$ cat src/rtl/uart_rx_fifo.sv
// ============================================================================
// Module   : uart_rx_fifo
// Brief    : Circular receive FIFO fed by the UART receiver's data/done
//            outputs, with a registered 1-cycle pop interface.
//            Optional macro RX_FIFO_OVERRUN_FLAG_EN adds a sticky overrun flag.
// Revision : 1.0 - initial release
// ============================================================================
`default_nettype none

module uart_rx_fifo #(
    parameter int DATA_WIDTH = 8,
    parameter int DEPTH      = 16,
    parameter int ADDR_WIDTH = 4
) (
    input  logic                  tick,
    input  logic                  reset,
    input  logic [DATA_WIDTH-1:0] rx_data,
    input  logic                  rx_done,
    input  logic                  rd_en,
`ifdef RX_FIFO_OVERRUN_FLAG_EN
    input  logic                  overrun_clr,
    output logic                  overrun,
`endif
    output logic [DATA_WIDTH-1:0] rd_data,
    output logic                  rd_valid,
    output logic                  empty,
    output logic                  full,
    output logic [ADDR_WIDTH:0]   count
);

    localparam logic [ADDR_WIDTH:0] c_depth = (ADDR_WIDTH+1)'(DEPTH);

    logic [DATA_WIDTH-1:0] r_mem [DEPTH];
    logic [ADDR_WIDTH-1:0] r_wr_ptr;
    logic [ADDR_WIDTH-1:0] r_rd_ptr;
    logic [ADDR_WIDTH:0]   r_count;
    logic                  r_empty;
    logic                  r_full;
    logic [DATA_WIDTH-1:0] r_rd_data;
    logic                  r_rd_valid;
    logic                  r_done_q;

    logic                  w_wr_req;
    logic                  w_rd_accept;
    logic                  w_wr_accept;
    logic [ADDR_WIDTH:0]   w_count_next;

    // One write per rising edge of rx_done, however long it stays high.
    assign w_wr_req    = rx_done & ~r_done_q;
    assign w_rd_accept = rd_en & ~r_empty;
    // A full FIFO still accepts a write when a read frees a slot in the same cycle.
    assign w_wr_accept = w_wr_req & (~r_full | w_rd_accept);

    always_comb begin
        w_count_next = r_count;
        if (w_wr_accept && !w_rd_accept)
            w_count_next = r_count + 1'b1;
        else if (w_rd_accept && !w_wr_accept)
            w_count_next = r_count - 1'b1;
    end

    // Storage is deliberately not reset; the pointers define what is valid.
    always_ff @(posedge tick) begin
        if (w_wr_accept && !reset)
            r_mem[r_wr_ptr] <= rx_data;
    end

    always_ff @(posedge tick) begin
        if (reset) begin
            r_wr_ptr   <= '0;
            r_rd_ptr   <= '0;
            r_count    <= '0;
            r_empty    <= 1'b1;
            r_full     <= 1'b0;
            r_rd_data  <= '0;
            r_rd_valid <= 1'b0;
            r_done_q   <= 1'b1;
        end else begin
            r_done_q   <= rx_done;
            r_rd_valid <= w_rd_accept;
            r_count    <= w_count_next;
            r_empty    <= (w_count_next == '0);
            r_full     <= (w_count_next == c_depth);
            if (w_wr_accept)
                r_wr_ptr <= r_wr_ptr + 1'b1;
            if (w_rd_accept) begin
                r_rd_data <= r_mem[r_rd_ptr];
                r_rd_ptr  <= r_rd_ptr + 1'b1;
            end
        end
    end

`ifdef RX_FIFO_OVERRUN_FLAG_EN
    logic r_overrun;

    // Sticky; a drop in the same cycle as a clear keeps the flag set.
    always_ff @(posedge tick) begin
        if (reset)
            r_overrun <= 1'b0;
        else if (w_wr_req && !w_wr_accept)
            r_overrun <= 1'b1;
        else if (overrun_clr)
            r_overrun <= 1'b0;
    end

    assign overrun = r_overrun;
`endif

    assign rd_data  = r_rd_data;
    assign rd_valid = r_rd_valid;
    assign empty    = r_empty;
    assign full     = r_full;
    assign count    = r_count;

endmodule

`default_nettype wire

$ cat config.mk
export PLATFORM = sky130hd
export DESIGN_NAME = uart_rx_fifo
export DESIGN_NICKNAME = d
export VERILOG_FILES = /design/src/rtl/uart_rx_fifo.sv
export SDC_FILE = /design/constraint.sdc
export NUM_CORES = 1
export LEC_CHECK = 0
export ABC_AREA = 1
export BUFFER_PORTS_ARGS = -buffer_cell sky130_fd_sc_hd__buf_2
export CORE_MARGIN = 4
export CORE_UTILIZATION = 35
export DETAILED_ROUTE_END_ITERATION = 12
export SKIP_CTS_REPAIR_TIMING = 1
export SLEW_MARGIN = 20
export SYNTH_ARGS = -nofsm -noshare
export SYNTH_HDL_FRONTEND = slang
export SYNTH_SLANG_ARGS = --single-unit
$ cat constraint.sdc
create_clock -name tick -period 3.6 [get_ports tick]
set_input_delay 0.72 -clock tick [delete_from_list [all_inputs] [get_ports tick]]
set_output_delay 0.72 -clock tick [all_outputs]
set_load 0.02 [all_outputs]
======== Word level (Yosys, flattened, before mapping) ========
Memory sizes are Yosys's and may differ from the RTL's. A register that Yosys moved wholly into a read port is not among the register bits.
Index checks and enable logic that the tools add are counted.
operators by class
  $add $sub $neg .......................... 4
  $mul .................................... 0
  divide/modulo/power cells ............... 0
  order comparisons ....................... 0
  eq/ne operators ......................... 1
  shift operators ......................... 0
  muxes and demuxes ....................... 4
  bitwise logic cells ..................... 7
  reduce and logical (&&, ||, !) cells .... 7
operators by type and width
  operator               number
  $mux W5                2
  $add A4 B1 Y4 const B  2
  $add A5 B1 Y5 const B  1
  $eq A5 B5 Y1 const B   1
  $logic_not A5 Y1       1
  $sub A5 B1 Y5 const B  1
  $and A1 B1 Y1          3
  $logic_and A1 B1 Y1    3
  $logic_not A1 Y1       3
  $not A1 Y1             3
  $mux W1                2
  $or A1 B1 Y1           1
storage, ports and cells
  register bits after elaboration ......... 17
  bits in latches ......................... 0
  memory bits (writable) .................. 128
  bits in read-only memories .............. 0
  output and inout port bits .............. 16
  memories ................................ 1
memory list
  name   depth  width  read ports  clocked after memory_dff  wr ports  line  text
  r_mem  16     8      1           1                         1         33    logic [DATA_WIDTH-1:0] r_mem [DEPTH];

======== Logic depth before layout (Yosys ltp) ========
  depth in word-level cells ............... 9
  gate-level depth with buffers ........... 12

======== Worst setup path after synthesis ========
Ideal clock, no wire load.
  path type ............................... input-to-reg
  start ................................... input rx_done
  end ..................................... memory r_mem[15][0] (enable)
  arrival ................................. 1763 ps
  path slack .............................. 1454 ps
  stages on the path ...................... 6
  cells stage by stage .................... inv_2 nor2_2 o21ai_2 inv_2 nand2_1 nor3_1
on the way
  longest elaborated chain between the ends .. 5
ends and longest elaborated chain
  item                           line  text
  start: declaration             18    input logic rx_done,
  $and A1 B1 Y1                  49    assign w_wr_req = rx_done & ~r_done_q;
  $and A1 B1 Y1                  52    assign w_wr_accept = w_wr_req & (~r_full | w_rd_accept);
  $logic_and A1 B1 Y1            64    if (w_wr_accept && !reset)
  $mux W1                        64
  $mux W1 (implied by the code)  65    r_mem[r_wr_ptr] <= rx_data;
  end: declaration               33
Every way passes these cells.

======== Worst setup path after layout ========
  start ................................... input rd_en
  end ..................................... memory r_mem[14][0] (enable)
on the way
  longest elaborated chain between the ends .. 6
ends and longest elaborated chain
  item                           line  text
  start: declaration             19    input logic rd_en,
  $and A1 B1 Y1                  50    assign w_rd_accept = rd_en & ~r_empty;
  $or A1 B1 Y1                   52
  $and A1 B1 Y1                  52
  $logic_and A1 B1 Y1            64
  $mux W1                        64
  $mux W1 (implied by the code)  65
Every way passes these cells.

==> results.tsv <==
stage	metric	value	unit
run_status	status	complete, no violations	
power	p_clk_frac	0.408	
critical_path	critPathKind	input port to register	
clock_network	htreeDepth	4	
clock_network	cts_tree	built	
yosys	synth_cells	614	
floorplanning	die_x	144	um
power	p_seq_frac	0.425	
yosys	synth_edf_count	128	
critical_path	cp_top_family	simple AND/OR/NAND/NOR gates	
cells_and_area	drive_gt1_frac	0.126	
floorplanning	rows	49	
yosys	async_reset_ff_frac	0	
yosys	yosys-top-cells-count	nand2_1, edfxtp_1, nand3_1	
yosys	yosysWarningCount	0	
critical_path	slowest_stage	nor2_1	
yosys	synth.most_common_cell	nand2_1	
yosys	syn_nets	633	
yosys	synth_area_per_cell	10.5	um2
sta	relSlewSlack	0.284	
sta	worstMarginPinSlew	1070	ps
cells_and_area	synthToLayoutAreaGrowth	15.1	%
clock_network	cts_buffers	17	
drt	drc_errors	0	
global_route	grt_antenna_before_repair	0	
yosys	synth_top_area_cell	edfxtp_1	
sta	final-hold-violation-count	0	
placed_design	port_buffers	27	
drt	ant_nets	0	
drt	dr.pass1.iters	5	
sta	fin_crit	2380	ps
power	p_leak	0.00284	uW
sta	slew_viol_final	0	
floorplanning	io_pins	28	
global_route	grt_usage	0.160	
yosys	synthTopCellsByArea	edfxtp_1, nand2_1, nand3_1	
yosys	syn_area	0.00643	mm2
clock_network	cts-root-buf	clkbuf_16	
yosys	synth_ff_type	edfxtp_1	
floorplanning	coreArea	0.0180	mm2
worst_hold_path	hold_path_class	input port to register	
sta	skew	4.63	ps
placed_design	dp_hpwl	10100	um
power	p_int	3480	uW
critical_path	path_buf_inv	2	
sta	post-route-period-util	0.662	
critical_path	worst_setup_path_start_kind	input port	
sta	rsz0062_at_grt	no	
global_route	grt_max_degree	67	
cells_and_area	fin_nets	658	
clock_network	clockBufferDepth	2	
critical_path	crit_arrival	2430	ps
power	combPwrFrac	0.167	
drt	first_iter_violations	357	
cells_and_area	fill_cells	1770	
sta	setup_tns	0	ps
drt	vias	4452	
power	p_per_area	644	mW/mm2
power	power.switching	1280	uW
critical_path	crit_path_frequent_cell	nor2_1	
cells_and_area	antennaDiodeCount	0	
critical_path	crit_fanout	22	
power	switching_share	0.269	
global_route	grt_pass1_vias	4490	
run	maxCapViolCount	0	
critical_path	crit_chain	buf_2, inv_2, nor2_4, o21ai_2, nor2_1, nand2_1, nor2_1	
critical_path	endpoint_kind	register	
floorplanning	fp.dieH	144	um
critical_path	required	3650	ps
yosys	ys_types	29	
floorplanning	start_util	0.357	
placed_design	gp_congestion	0.930	
floorplanning	dieArea	0.0206	mm2
yosys	seq_area_frac_synth	0.675	
power	irDropWorstVdd	321	uV
yosys	synth_top_cell_area_share	0.598	
drt	wl_per_cell	17.7	um
clock_network	clkSlewWorstSetupHoldPaths	60	ps
clock_network	clock_sinks	153	
yosys	ys_ff_latch	153	
global_route	grt_overflow	0	
critical_path	cpPeakStageDelay	590	ps
power	total_power	4770	uW
global_route	grt_first_pass_wirelength	24500	um
clock_network	insertion_delay	420	ps
drt	routed_via_density	5.05	
sta	finalSetupViolCount	0	
sta	fmaxAchievable	0.420	GHz
drt	wirelength	15600	um
[per-stage QoR]
step | hold WS (ps) | utilization | cells | instance area [um2] | setup slack [ps]
finish | 504 | 0.411 | 881 | 7400 | 1220
global route | 502 | 0.411 | 881 | 7400 | 1080
CTS | 495 | 0.411 | 881 | 7400 | 1240
detailed placement | 512 | 0.374 | 849 | 6750 | 826
global placement | 506 | 0.374 | 849 | 6750 | 932
floorplan | 480 | - | 614 | 6430 | 1450
[cell type report]
class / count / area, um2 / area share
Sequential cell: 153 / 4350 / 0.587
Inverter: 32 / 121 / 0.0164
Timing Repair Buffer: 37 / 210 / 0.0284
Clock buffer: 24 / 482 / 0.0651
Clock inverter: 8 / 168 / 0.0227
Multi-Input combinational cell: 398 / 1790 / 0.241
Tap cell: 229 / 287 / 0.0387
[placed cells by master, fill, tap and decap left out, types with 2 or more instances in the layout]
cell         n
a21oi_1     19
buf_2       27
buf_4       10
bufinv_16    5
clkbuf_1     4
clkbuf_16   17
clkbuf_8     3
clkinv_2     3
dfxtp_1     24
edfxtp_1   128
ha_1         7
inv_1       20
inv_2       10
nand2_1    194
nand3_1    106
nand4_1      2
nor2_1      38
nor3_1       9
o21ai_0      2
o21ai_1     11
xor2_1       2
[sequential cells by signal, indices dropped and copies added, names as in the netlist]
register and flops:
r_wr_ptr 4, empty 1, full 1, rd_valid 1, r_rd_ptr 4, rd_data 8, count 5, r_mem 128
r_done_q 1
[layer usage]
| metal | GRT usage | up-vias | wire length, um |
|---|---|---|---|
| met5 | 0 | - | 0 |
| met2 | 0.259 | 138 | 7560 |
| li1 | - | 2146 | - |
| met4 | 0.0649 | 0 | 341 |
| met1 | 0.212 | 2140 | 6860 |
| met3 | 0.0300 | 28 | 797 |
[power by group through the flow]
stage	clock (uW)	combinational (uW)	sequential [uW]
after global routing	2060	906	2030
after CTS	1970	801	2030
after floorplan	0	545	2100
after detailed placement	0	798	2060
after global placement	0	784	2060
final	1950	796	2030
[worst paths after layout]
check | start | end | slack [ps] | depth (start not counted)
max reg2reg | empty | r_mem[14][0] | 1290 | 5
min reg2reg | r_rd_ptr[3] | r_rd_ptr[3] | 520 | 2
max | rd_en | r_mem[14][0] | 1220 | 7
min | rx_done | r_done_q | 500 | 3
[tightest hold or removal path, delay by kind of cell]
kind                   cells  cell delay (ps)
buffers and inverters      2              130
and+or+nand+nor            1               40
[cell families after synthesis]
kind of cell,after synthesis,synth area share
simple gates,355,0.234
flops,153,0.675
fa+ha+maj,7,0.0136
buf+inv,63,0.0467
xor+xnor,2,0.00272
compound gates,34,0.0272
(Power assumes the default switching activity.)
